`src/rtl/fetch_pkg.sv`:
```
// ============================================================================
//  fetch_pkg : shared constants and the IF/ID payload type for the fetch stage
//  Revision  : 1.0
// ============================================================================
`default_nettype none

package fetch_pkg;

    localparam int unsigned PC_W      = 32;
    localparam int unsigned INSTR_W   = 32;
    localparam logic [INSTR_W-1:0] NOP_INSTR = 32'h0000_0000;
    localparam logic [PC_W-1:0]    RESET_PC  = 32'h0000_0000;

    typedef struct packed {
        logic [INSTR_W-1:0] instr;
        logic [PC_W-1:0]    pc;
        logic               valid;
    } ifid_t;

endpackage

`default_nettype wire

```
`src/rtl/pc_contador.sv`:
```
// ============================================================================
//  pc_contador : program counter with redirect load, hold and increment
//  Revision    : 1.0
// ============================================================================
`default_nettype none

module pc_contador
    import fetch_pkg::*;
#(
    parameter logic [PC_W-1:0] RESET_PC_VAL = fetch_pkg::RESET_PC,
    parameter logic [PC_W-1:0] PC_INC       = 32'd4
) (
    input  logic            clk,
    input  logic            rst,
    input  logic            load_i,
    input  logic [PC_W-1:0] load_val_i,
    input  logic            inc_i,
    output logic [PC_W-1:0] pc_o
);

    logic [PC_W-1:0] pc_q;
    logic [PC_W-1:0] pc_d;

    // Load beats increment; neither asserted means hold. The add wraps naturally.
    always_comb begin
        pc_d = pc_q;
        if (load_i) begin
            pc_d = load_val_i;
        end else if (inc_i) begin
            pc_d = pc_q + PC_INC;
        end
    end

    always_ff @(posedge clk) begin
        if (rst) begin
            pc_q <= RESET_PC_VAL;
        end else begin
            pc_q <= pc_d;
        end
    end

    assign pc_o = pc_q;

endmodule

`default_nettype wire

```
`src/rtl/etapa_fetch.sv`:
```
// ============================================================================
//  etapa_fetch : instruction fetch stage and IF/ID register; optional perf
//                counters enabled by defining FETCH_PERF_CNT_EN
//  Revision    : 1.0
// ============================================================================
`default_nettype none

module etapa_fetch
    import fetch_pkg::*;
#(
    parameter logic [PC_W-1:0]    RESET_PC_VAL  = fetch_pkg::RESET_PC,
    parameter logic [PC_W-1:0]    PC_INC        = 32'd4,
    parameter logic [INSTR_W-1:0] NOP_INSTR_VAL = fetch_pkg::NOP_INSTR
) (
    input  logic               clk,
    input  logic               rst,
    input  logic               stall_i,
    input  logic               br_taken_i,
    input  logic [PC_W-1:0]    br_target_i,
    output logic [PC_W-1:0]    imem_addr_o,
    output logic               imem_en_o,
    input  logic [INSTR_W-1:0] imem_data_i,
    input  logic               imem_rdy_i,
    output logic [INSTR_W-1:0] ifid_instr_o,
    output logic [PC_W-1:0]    ifid_pc_o,
    output logic               ifid_valid_o,
    output logic [31:0]        perf_stall_o,
    output logic [31:0]        perf_flush_o
);

    logic [PC_W-1:0] pc;
    logic            fetch_now;
    ifid_t           ifid_q;
    ifid_t           ifid_d;

    assign fetch_now = ~br_taken_i & ~stall_i & imem_rdy_i;

    pc_contador #(
        .RESET_PC_VAL (RESET_PC_VAL),
        .PC_INC       (PC_INC)
    ) u_pc (
        .clk        (clk),
        .rst        (rst),
        .load_i     (br_taken_i),
        .load_val_i (br_target_i),
        .inc_i      (fetch_now),
        .pc_o       (pc)
    );

    assign imem_addr_o = pc;
    assign imem_en_o   = ~stall_i & ~rst;

    // Redirect flushes even a stalled IF/ID; a not-ready memory injects a bubble
    // but leaves ifid_pc alone.
    always_comb begin
        ifid_d = ifid_q;
        if (br_taken_i) begin
            ifid_d.instr = NOP_INSTR_VAL;
            ifid_d.pc    = '0;
            ifid_d.valid = 1'b0;
        end else if (stall_i) begin
            ifid_d = ifid_q;
        end else if (!imem_rdy_i) begin
            ifid_d.instr = NOP_INSTR_VAL;
            ifid_d.valid = 1'b0;
        end else begin
            ifid_d.instr = imem_data_i;
            ifid_d.pc    = pc;
            ifid_d.valid = 1'b1;
        end
    end

    always_ff @(posedge clk) begin
        if (rst) begin
            ifid_q.instr <= NOP_INSTR_VAL;
            ifid_q.pc    <= '0;
            ifid_q.valid <= 1'b0;
        end else begin
            ifid_q <= ifid_d;
        end
    end

    assign ifid_instr_o = ifid_q.instr;
    assign ifid_pc_o    = ifid_q.pc;
    assign ifid_valid_o = ifid_q.valid;

`ifdef FETCH_PERF_CNT_EN
    logic [31:0] perf_stall_q;
    logic [31:0] perf_stall_d;
    logic [31:0] perf_flush_q;
    logic [31:0] perf_flush_d;

    always_comb begin
        perf_stall_d = perf_stall_q;
        perf_flush_d = perf_flush_q;
        if (stall_i && (perf_stall_q != 32'hFFFF_FFFF)) begin
            perf_stall_d = perf_stall_q + 32'd1;
        end
        if (br_taken_i && (perf_flush_q != 32'hFFFF_FFFF)) begin
            perf_flush_d = perf_flush_q + 32'd1;
        end
    end

    always_ff @(posedge clk) begin
        if (rst) begin
            perf_stall_q <= '0;
            perf_flush_q <= '0;
        end else begin
            perf_stall_q <= perf_stall_d;
            perf_flush_q <= perf_flush_d;
        end
    end

    assign perf_stall_o = perf_stall_q;
    assign perf_flush_o = perf_flush_q;
`else
    assign perf_stall_o = 32'h0;
    assign perf_flush_o = 32'h0;
`endif

endmodule

`default_nettype wire

```
`config.mk`:
```
export PLATFORM = sky130hd
export DESIGN_NAME = etapa_fetch
export DESIGN_NICKNAME = d
export VERILOG_FILES = /design/src/rtl/fetch_pkg.sv /design/src/rtl/pc_contador.sv /design/src/rtl/etapa_fetch.sv
export SDC_FILE = /design/constraint.sdc
export NUM_CORES = 1
export LEC_CHECK = 0
export ABC_AREA = 0
export CORE_MARGIN = 2
export CORE_UTILIZATION = 30
export DETAILED_ROUTE_END_ITERATION = 12
export DONT_BUFFER_PORTS = 1
export PLACE_DENSITY = 0.41
export SETUP_SLACK_MARGIN = 0.1
export SYNTH_ARGS = -nofsm -noshare
export SYNTH_HDL_FRONTEND = slang
export SYNTH_SLANG_ARGS = --single-unit
```
`constraint.sdc`:
```
create_clock -name clk -period 2.8 [get_ports clk]
set_input_delay 0.14 -clock clk [delete_from_list [all_inputs] [get_ports clk]]
set_output_delay 0.14 -clock clk [all_outputs]
set_load 0.005 [all_outputs]
```
==> impl_metrics.json, run 1 <==
{
  "avgSynthCellArea_sq_um": 8.26,
  "grt_pass1_vias": 3885,
  "synth_top_family_by_area": "simple AND/OR/NAND/NOR gates",
  "power_density_nw_per_um2": 558,
  "antenna_left": 0,
  "vdd_drop_max_v": 0.000264,
  "start_util_pct": 31.0,
  "drt_first_pass_iters": 4,
  "crit_family": "simple AND/OR/NAND/NOR gates",
  "ctsRootBufferMaster": "clkbuf_16",
  "syn2layout_area_growth_pct": 19.6,
  "rows": 44,
  "timing_worst_setup_path_type": "flop to flop",
  "synth_top_cell_by_area": "dfxtp_1",
  "ys_types": 48,
  "grt_pass1_wl_microns": 21200,
  "antenna_found_initial": 0,
  "clk_latency_ns": 0.35,
  "max_freq_ghz": 0.419,
  "synthAdderAreaFrac_pct": 0.275,
  "ys_seq_area_share_pct": 42.7,
  "syn-cell-area_sq_um": 4550,
  "synth_top_cell_area_share_pct": 42.7,
  "synthSimpleGateAreaFrac_pct": 23.1,
  "reg2regPathDepth": 5,
  "io_pins": 231,
  "die_area_sq_um": 16200,
  "overflow": 0,
  "synth_seq_cells": 97,
  "period_needed_ns": 2.39,
  "cp.depth": 5,
  "status": "finished, final reports clean",
  "die_h_microns": 127,
  "maxSlewViolCount": 0,
  "postLayoutCoreUtil_pct": 37.1,
  "drive_gt1_share_pct": 5.97,
  "vias_per_cell": 5.05,
  "synth_edf_count": 0,
  "dpl.hpwl_microns": 9220,
  "synthFlopType": "dfxtp_1",
  "grt_max_degree": 43,
  "synthXorXnorAreaFrac_pct": 1.54,
  "ctsLongestPathBuffers": 2,
  "h-tree-depth": 3,
  "hold_path_depth": 2,
  "gp_congestion": 0.776,
  "num_vias": 3978,
  "skew_ns": 0.00920,
  "cts_tree": "done",
  "cts_resized": 0,
  "rsz0062_at_grt": "no",
  "ys_top_cells_by_count": "dfxtp_1, nand2_1, buf_4, nor2_1, a21oi_1",
  "core_sq_um": 14600,
  "critPathSlowestCell": "or4_4",
  "wl_microns": 13700,
  "ys_warn_count": 0,
  "path_clk_slew_ns": 0.07,
  "grt.total_usage_pct": 16.8,
  "r2r_slack_ns": 0.41,
  "portBuffers": 0,
  "wl_per_cell_microns": 17.4,
  "yosysMostFrequentCell": "dfxtp_1",
  "slew_headroom_pct": 46.4,
  "tns_ns": 0,
  "period_share_pct": 85.3,
  "syn_inst": 550,
  "hold_viol_final": 0,
  "critPathLaunchType": "flop",
  "p_leak_uw": 0.00193,
  "final_nets": 668,
  "crit_path_max_fanout": 7,
  "cts.sinks": 97,
  "critPathRequiredTime_ns": 3.06,
  "cts_buffers": 9,
  "drcViolationCount": 0,
  "cp_cell_sequence": "ha_1, nand4b_1, or4_4, or4_1, a311oi_1",
  "drv_cap": 0,
  "arrival_ns": 2.65,
  "finalSetupViolCount": 0,
  "endpoint_kind": "flop",
  "synth.area.top_cells": "dfxtp_1, buf_4, nand2_1",
  "max_stage_delay_ns": 0.57,
  "tightest_slew_ns": 0.796,
  "synth.mux.area_fraction_pct": 0.440,
  "cp_num_buf_inv": 0,
  "synth_compound_area_share_pct": 17.6,
  "hp-class": "input port to flop",
  "die_x_microns": 127,
  "ys_async_sr_fraction_pct": 0,
  "finalPower_uw": 3040,
  "drt-initial-drc-count": 207,
  "antenna_cells": 0
}
[stage by stage]
stage / hold WS (ns) / worst slack, ns / cell area, sq um / cells
floorplan: 0.273 / 0.793 / 4780 / 613
CTS: 0.0162 / 0.454 / 5440 / 787
global placement: 0.220 / 0.534 / 4460 / 705
detailed placement: 0.219 / 0.466 / 4460 / 705
global route: 0.0409 / 0.261 / 5440 / 787
finish: 0.0313 / 0.411 / 5440 / 787
[registers in the layout, summed over array words and instances, names as in the netlist]
register / flops
ifid_valid_o: 1
ifid_pc_o: 32
u_pc.pc_o: 32
ifid_instr_o: 32
[worst paths after layout]
path	start	end
max	u_pc.pc_o[2]$_SDFFE_PP0P_	u_pc.pc_o[22]$_SDFFE_PP0P_
min	br_taken_i	u_pc.pc_o[25]$_SDFFE_PP0P_
max reg2reg	u_pc.pc_o[2]$_SDFFE_PP0P_	u_pc.pc_o[22]$_SDFFE_PP0P_
min reg2reg	ifid_pc_o[18]$_SDFFE_PP0P_	ifid_pc_o[18]$_SDFFE_PP0P_
[per-layer routing]
layer  up-vias  share of wire, %  track usage [%]
met2       161                49             28.9
li1       1914                 -                -
met5         -                 0                0
met1      1881                41             19.2
met3        22               7.4             4.98
met4         0               2.6             7.43
[cell usage in the layout, fill, tap and decap left out, drive strengths merged, types with 4 or more instances in the layout]
cell,instances
nor2,62
nor4,11
nand2,86
conb,64
dfxtp,97
a311oi,12
and3,4
clkbuf,10
xnor2,4
nand4,12
or4,7
o21ai,4
a21oi,36
xor2,4
buf,9
a211oi,10
nand3,10
a22oi,32
a2111oi,8
inv,13
dlygate4sd3,64
or3,5
o31ai,5
and4,6
[report_power, final]
group | internal, uW | switching, uW
sequential | 1430 | 84.6
combinational | 126 | 152
clock | 648 | 599
total | 2200 | 835
[cell families after synthesis]
family / after synthesis
buffers and inverters: 109
other: 1
muxes: 2
adders and majority gates: 1
and+or+nand+nor: 216
DFF: 97
AOI/OAI and AO/OA: 116
xor gates and xnor gates: 8
[cell type report]
cell class                 instances  area, sq um
timing repair buffer              73          733
multi-input combinational        407         2200
inverter                          10         37.5
sequential                        97         1940
clock buffer                      10          239
tap                              184          230
fill                            1526         9210
clock inverter                     6         56.3
[repair_timing]
item | 4_1_cts | 5_1_grt
endpoints found under the hold margin | 65 | 0
hold buffers | 66 | 0
endpoints found under the setup margin | 0 | 0
buffers inserted | 0 | 0
(Power assumes the default switching activity.)
==> run 2: changes to the inputs <==
Settings changed: PLACE_DENSITY 0.41 to not set, PLACE_DENSITY_LB_ADDON set to 0.12.
==> run 2 against run 1 <==
Count of clock-buffer cells in the layout down 1. Non-clock buffer count up 25. Sequential power about the same. Clock skew down 0.0023 ns. Power down 0.21%. Worst hold slack worse by 0.011 ns. Combinational power up 7.9%. Die area unchanged. Sequential share of layout area down 1.5 points. Design area up 4.4%. Global-route usage up 0.63 points. Final cell count up 3.2%. Largest cell class unchanged. Highest routed layer unchanged.
==> impl_metrics.json, run 2 (synthesis results as in run 1) <==
{
  "r2r_slack_ns": 0.44,
  "finalSetupViolCount": 0,
  "layout_commonest_cell": "dfxtp_1",
  "ctsRootBufferMaster": "clkbuf_16",
  "path_clk_slew_ns": 0.07,
  "endpoint_kind": "flop",
  "max_stage_delay_ns": 0.56,
  "drv_cap": 0,
  "grt_pass1_wl_microns": 21900,
  "critPathLaunchType": "flop",
  "max_freq_ghz": 0.423,
  "reg2reg_to": "u_pc.pc_o[20]$_SDFFE_PP0P_",
  "vdd_drop_max_v": 0.000270,
  "reg2regPathDepth": 5,
  "grt_pass1_vias": 3984,
  "crit_start": "u_pc.pc_o[2]$_SDFFE_PP0P_",
  "timing_worst_setup_path_type": "flop to flop",
  "vias_per_cell": 5.06,
  "syn2layout_area_growth_pct": 24.9,
  "drcViolationCount": 0,
  "rows": 44,
  "drive_gt1_share_pct": 5.10,
  "cts_tree": "done",
  "cts.sinks": 97,
  "postCtsSetupRepairBufs": 0,
  "die_h_microns": 127,
  "hold_viol_final": 0,
  "overflow": 0,
  "endpoint": "u_pc.pc_o[20]$_SDFFE_PP0P_",
  "timing.final.ws_setup_ns": 0.437,
  "p_leak_uw": 0.00196,
  "period_needed_ns": 2.36,
  "die_x_microns": 127,
  "reg2reg_from": "u_pc.pc_o[2]$_SDFFE_PP0P_",
  "layout_common_cells": "dfxtp_1, dlygate4sd3_1, nand2_1, conb_1, nor2_1",
  "rsz0062_at_grt": "no",
  "antenna_left": 0,
  "critPathSlowestCell": "or4_4",
  "core_sq_um": 14600,
  "status": "finished, final reports clean",
  "crit_path_max_fanout": 7,
  "hp-class": "input port to flop",
  "gp_congestion": 0.762,
  "tightest_slew_ns": 0.884,
  "die_area_sq_um": 16200,
  "grt.total_usage_pct": 17.4,
  "io_pins": 231,
  "critPathRequiredTime_ns": 3.06,
  "clk_latency_ns": 0.35,
  "place_ws_ns": 0.440,
  "hold_slack_ns": 0.0206,
  "wl_per_cell_microns": 17.7,
  "cts_buffers": 9,
  "period_share_pct": 84.4,
  "cp_cell_sequence": "ha_1, nand4b_1, or4_4, or4_1, a311oi_1",
  "antenna_found_initial": 0,
  "antenna_cells": 0,
  "maxSlewViolCount": 0,
  "slew_headroom_pct": 41.0,
  "drt_first_pass_iters": 4,
  "tns_ns": 0,
  "final_nets": 693,
  "start_util_pct": 31.0,
  "drt-initial-drc-count": 254,
  "h-tree-depth": 3,
  "ctsLongestPathBuffers": 2,
  "power_density_nw_per_um2": 534,
  "dpl.hpwl_microns": 8990,
  "grt_max_degree": 53,
  "num_vias": 4109,
  "wl_microns": 14400,
  "portBuffers": 0,
  "arrival_ns": 2.62,
  "skew_ns": 0.00693
}
==> run 2: through the flow <==
stage	std cells	area, sq um	utilization, %	power (uW)
2_1_floorplan	613	4780	-	1740
3_3_place_gp	702	4440	30.3	1720
3_5_place_dp	702	4440	30.3	1720
4_1_cts	812	5680	38.8	3070
5_1_grt	812	5680	38.8	3170
6_report	812	5680	38.8	3030
==> run 2: cell type report <==
cell class	instances	area, sq um
clock inverters	7	63.8
well taps	184	230
flip-flops and latches	97	1940
fillers	1458	8960
clock buffers	9	225
multi-input cells	407	2200
inverters	10	37.5
repair buffers	98	981
==> run 2: power breakdown <==
part | switching (uW) | total (uW) | internal, uW
sequential | 84.9 | 1510 | 1430
clock | 596 | 1220 | 622
combinational | 152 | 300 | 148
==> run 2: worst max-delay path: cells and delay by family, from the launching register on <==
family / cells / cell delay (ns)
DFF: 1 / 0.46
AOI/OAI and AO/OA: 1 / 0.26
adders and majority gates: 1 / 0.24
and+or+nand+nor: 3 / 1.31
==> run 2: worst min-delay path by stage <==
stage	start	to	slack [ns]	cells past startpoint
final	br_taken_i	u_pc.pc_o[24]$_SDFFE_PP0P_	0.02	2
after global routing	br_taken_i	u_pc.pc_o[24]$_SDFFE_PP0P_	0.02	2
after CTS	br_taken_i	u_pc.pc_o[24]$_SDFFE_PP0P_	0.004	2
after detailed placement	rst	u_pc.pc_o[4]$_SDFFE_PP0P_	0.22	1
after global placement	rst	u_pc.pc_o[4]$_SDFFE_PP0P_	0.22	1
after floorplan	br_target_i[27]	u_pc.pc_o[27]$_SDFFE_PP0P_	0.27	2
==> run 2: routing by layer <==
layer / vias up / track usage (%) / wire (microns)
met5: - / 0 / 0
met4: 0 / 6.27 / 272
met3: 21 / 6.03 / 1210
met2: 180 / 29.7 / 6990
met1: 1940 / 20.3 / 5890
li1: 1968 / - / -
==> run 2: timing repair <==
| action | 4_1_cts | 5_1_grt |
|---|---|---|
| gates resized for setup | 0 | 0 |
| setup endpoints to repair | 0 | 0 |
| hold buffers | 94 | 0 |
| endpoints found under the hold margin | 65 | 0 |
==> run 3: changes to the inputs <==
Settings changed: ABC_AREA 0 to 1.
Clock period 2.8 ns to 2.1 ns, I/O delays scaled along.
==> run 3 against run 2 <==
Synthesized cell count rose by 26%. Clock skew rose by 0.0013 ns. Highest routed layer unchanged. Worst setup slack got worse by 0.084 ns. Sequential share of layout area rose by 0.51 points. Die area rose by 6.3%. Final cell count rose by 17%.
==> impl_metrics.json, run 3 <==
{
  "power_density_nw_per_um2": 723,
  "p_leak_uw": 0.00220,
  "critPathMostFrequentCell": "nand2_1",
  "ys_top_cells_by_count": "nand2_1, dfxtp_1, a21oi_1, buf_4, inv_1",
  "wl_per_cell_microns": 16.0,
  "io_pins": 231,
  "p_switching_uw": 1120,
  "min_from": "br_target_i[29]",
  "tightest_slew_ns": 1.13,
  "final_nets": 797,
  "max_stage_delay_ns": 0.51,
  "synth_seq_cells": 97,
  "hold_path_depth": 4,
  "grt_pass1_wl_microns": 22600,
  "internal_power_uw": 2920,
  "drt-initial-drc-count": 223,
  "reg2reg_to": "u_pc.pc_o[24]$_SDFFE_PP0P_",
  "endpoint_kind": "flop",
  "reg2reg_from": "u_pc.pc_o[2]$_SDFFE_PP0P_",
  "num_vias": 4397,
  "yosysMostFrequentCell": "nand2_1",
  "grt_max_degree": 60,
  "synth_edf_count": 0,
  "vias_per_cell": 4.64,
  "avgSynthCellArea_sq_um": 7.00,
  "grt.total_usage_pct": 17.2,
  "timing.final.ws_setup_ns": 0.353,
  "layout_common_cells": "nand2_1, dfxtp_1, a21oi_1, conb_1, inv_1",
  "critPathLaunchType": "flop",
  "clkPwrFrac_pct": 40.8,
  "arrival_ns": 1.99,
  "synth_top_cell_by_area": "dfxtp_1",
  "ys_async_sr_fraction_pct": 0,
  "antenna_cells": 0,
  "r2r_slack_ns": 0.35,
  "rsz0062_at_grt": "no",
  "final.fill_count": 1722,
  "critPathSlowestCell": "dfxtp_1",
  "place_ws_ns": 0.356,
  "start_util_pct": 30.6,
  "ys_types": 31,
  "synthAdderAreaFrac_pct": 0.258,
  "cts_buffers": 9,
  "power_frac_seq_pct": 49.5,
  "critPathRequiredTime_ns": 2.34,
  "cp_cell_sequence": "ha_1, nand2_2, nor2_4, nand2_4, nor2_2, nand3_1, nand2_1, nand2_1, o21ai_1, inv_1",
  "h-tree-depth": 3,
  "overflow": 0,
  "period_share_pct": 83.2,
  "rows": 46,
  "die_area_sq_um": 17200,
  "antenna_found_initial": 0,
  "drive_gt1_share_pct": 6.28,
  "gp_congestion": 0.834,
  "syn2layout_area_growth_pct": 15.6,
  "drcViolationCount": 0,
  "finalSetupViolCount": 0,
  "wl_microns": 15200,
  "reg2regPathDepth": 10,
  "dpl.hpwl_microns": 10700,
  "path_clk_slew_ns": 0.07,
  "layout_commonest_cell": "nand2_1",
  "clk_latency_ns": 0.35,
  "synthFlopType": "dfxtp_1",
  "skew_ns": 0.00825,
  "ys_warn_count": 0,
  "regArea_sq_um": 1940,
  "sw_frac_of_total_pct": 27.8,
  "ctsLongestPathBuffers": 2,
  "synth_compound_area_share_pct": 15.4,
  "max_freq_ghz": 0.572,
  "period_needed_ns": 1.75,
  "multi_input_area_sq_um": 2280,
  "cts.sinks": 97,
  "hold_viol_final": 0,
  "pwr-share-comb_pct": 9.7,
  "synthSimpleGateAreaFrac_pct": 24.9,
  "hp-class": "input port to flop",
  "slew_headroom_pct": 24.9,
  "synth.mux.area_fraction_pct": 0,
  "synth.area.top_cells": "dfxtp_1, nand2_1, buf_4",
  "portBuffers": 0,
  "die_h_microns": 131,
  "hold_slack_ns": 0.0165,
  "synth_top_cell_area_share_pct": 40.1,
  "timing_worst_setup_path_type": "flop to flop",
  "cts_tree": "done",
  "die_x_microns": 131,
  "tns_ns": 0,
  "holdPathEnd": "u_pc.pc_o[29]$_SDFFE_PP0P_",
  "ys_seq_area_share_pct": 40.1,
  "core_sq_um": 15800,
  "drv_cap": 0,
  "maxSlewViolCount": 0,
  "synthXorXnorAreaFrac_pct": 1.63,
  "vdd_drop_max_v": 0.000338,
  "syn-cell-area_sq_um": 4840,
  "antenna_left": 0,
  "ctsRootBufferMaster": "clkbuf_16",
  "status": "finished, final reports clean",
  "synth_top_family_by_area": "simple AND/OR/NAND/NOR gates",
  "drt_first_pass_iters": 4,
  "syn_inst": 692,
  "grt_pass1_vias": 4051,
  "crit_path_max_fanout": 6,
  "postCtsSetupRepairBufs": 0
}
## run 3: final cells by class
| class | instances | share of cell area [%] |
|---|---|---|
| Multi-Input combinational cell | 500 | 40.8 |
| Timing Repair Buffer | 58 | 10.2 |
| Clock buffer | 10 | 4.27 |
| Sequential cell | 97 | 34.7 |
| Tap cell | 216 | 4.83 |
| Inverter | 61 | 4.09 |
| Clock inverter | 6 | 1.03 |
## run 3: worst max-delay path, delay by kind of cell, from the launching register on
family,cells,cell delay (ns)
and+or+nand+nor,7,0.72
DFF,1,0.51
adders and majority gates,1,0.26
AOI/OAI and AO/OA,1,0.11
buffers and inverters,1,0.04
## run 3: worst max-delay path by stage
stage	depth (start not counted)	slack (ns)	start	to
finish	10	0.35	u_pc.pc_o[2]$_SDFFE_PP0P_	u_pc.pc_o[24]$_SDFFE_PP0P_
global route	10	0.22	u_pc.pc_o[2]$_SDFFE_PP0P_	u_pc.pc_o[24]$_SDFFE_PP0P_
CTS	4	0.18	stall_i	ifid_instr_o[15]$_SDFFE_PP0N_
detailed placement	10	0.36	u_pc.pc_o[2]$_SDFFE_PP0P_	u_pc.pc_o[24]$_SDFFE_PP0P_
global placement	10	0.41	u_pc.pc_o[2]$_SDFFE_PP0P_	u_pc.pc_o[24]$_SDFFE_PP0P_
floorplan	10	0.63	u_pc.pc_o[2]$_SDFFE_PP0P_	u_pc.pc_o[24]$_SDFFE_PP0P_
## run 3: power groups by stage
stage / Sequential [uW] / Clock, uW / Combinational [uW]
after floorplan: 2010 / 0 / 334
after global placement: 2050 / 0 / 282
after detailed placement: 2050 / 0 / 285
after CTS: 2010 / 1720 / 391
after global routing: 2020 / 1780 / 449
final: 2000 / 1650 / 391
## run 3: routing by layer
metal / part of all wire (%) / global-route usage [%] / up-vias
li1: - / - / 2152
met1: 42 / 22.0 / 2034
met2: 47 / 27.8 / 190
met3: 8.2 / 4.76 / 21
met4: 2.2 / 6.51 / 0
met5: 0 / 0 / -
## run 3: logic make-up (layout without fill, tap and decap cells)
| logic type | Yosys count | in the layout |
|---|---|---|
| adders and majority gates | 1 | 1 |
| xor gates and xnor gates | 9 | 9 |
| AOI/OAI and AO/OA | 145 | 145 |
| other | 1 | 64 |
| buffers and inverters | 158 | 135 |
| and+or+nand+nor | 281 | 281 |
| DFF | 97 | 97 |
## run 3: timing repair
item                                    4_1_cts  5_1_grt
endpoints found under the setup margin        0        1
endpoints found under the hold margin        65        0
hold buffers                                 50        0
gates resized for setup                       0        1
## run 3: metrics by stage
step	cells	util, %	cell area, sq um	total power (uW)
2_1_floorplan	755	-	5080	2350
3_3_place_gp	882	30.2	4790	2330
3_5_place_dp	882	30.2	4790	2330
4_1_cts	948	35.3	5590	4110
5_1_grt	948	35.4	5600	4240
6_report	948	35.4	5600	4050
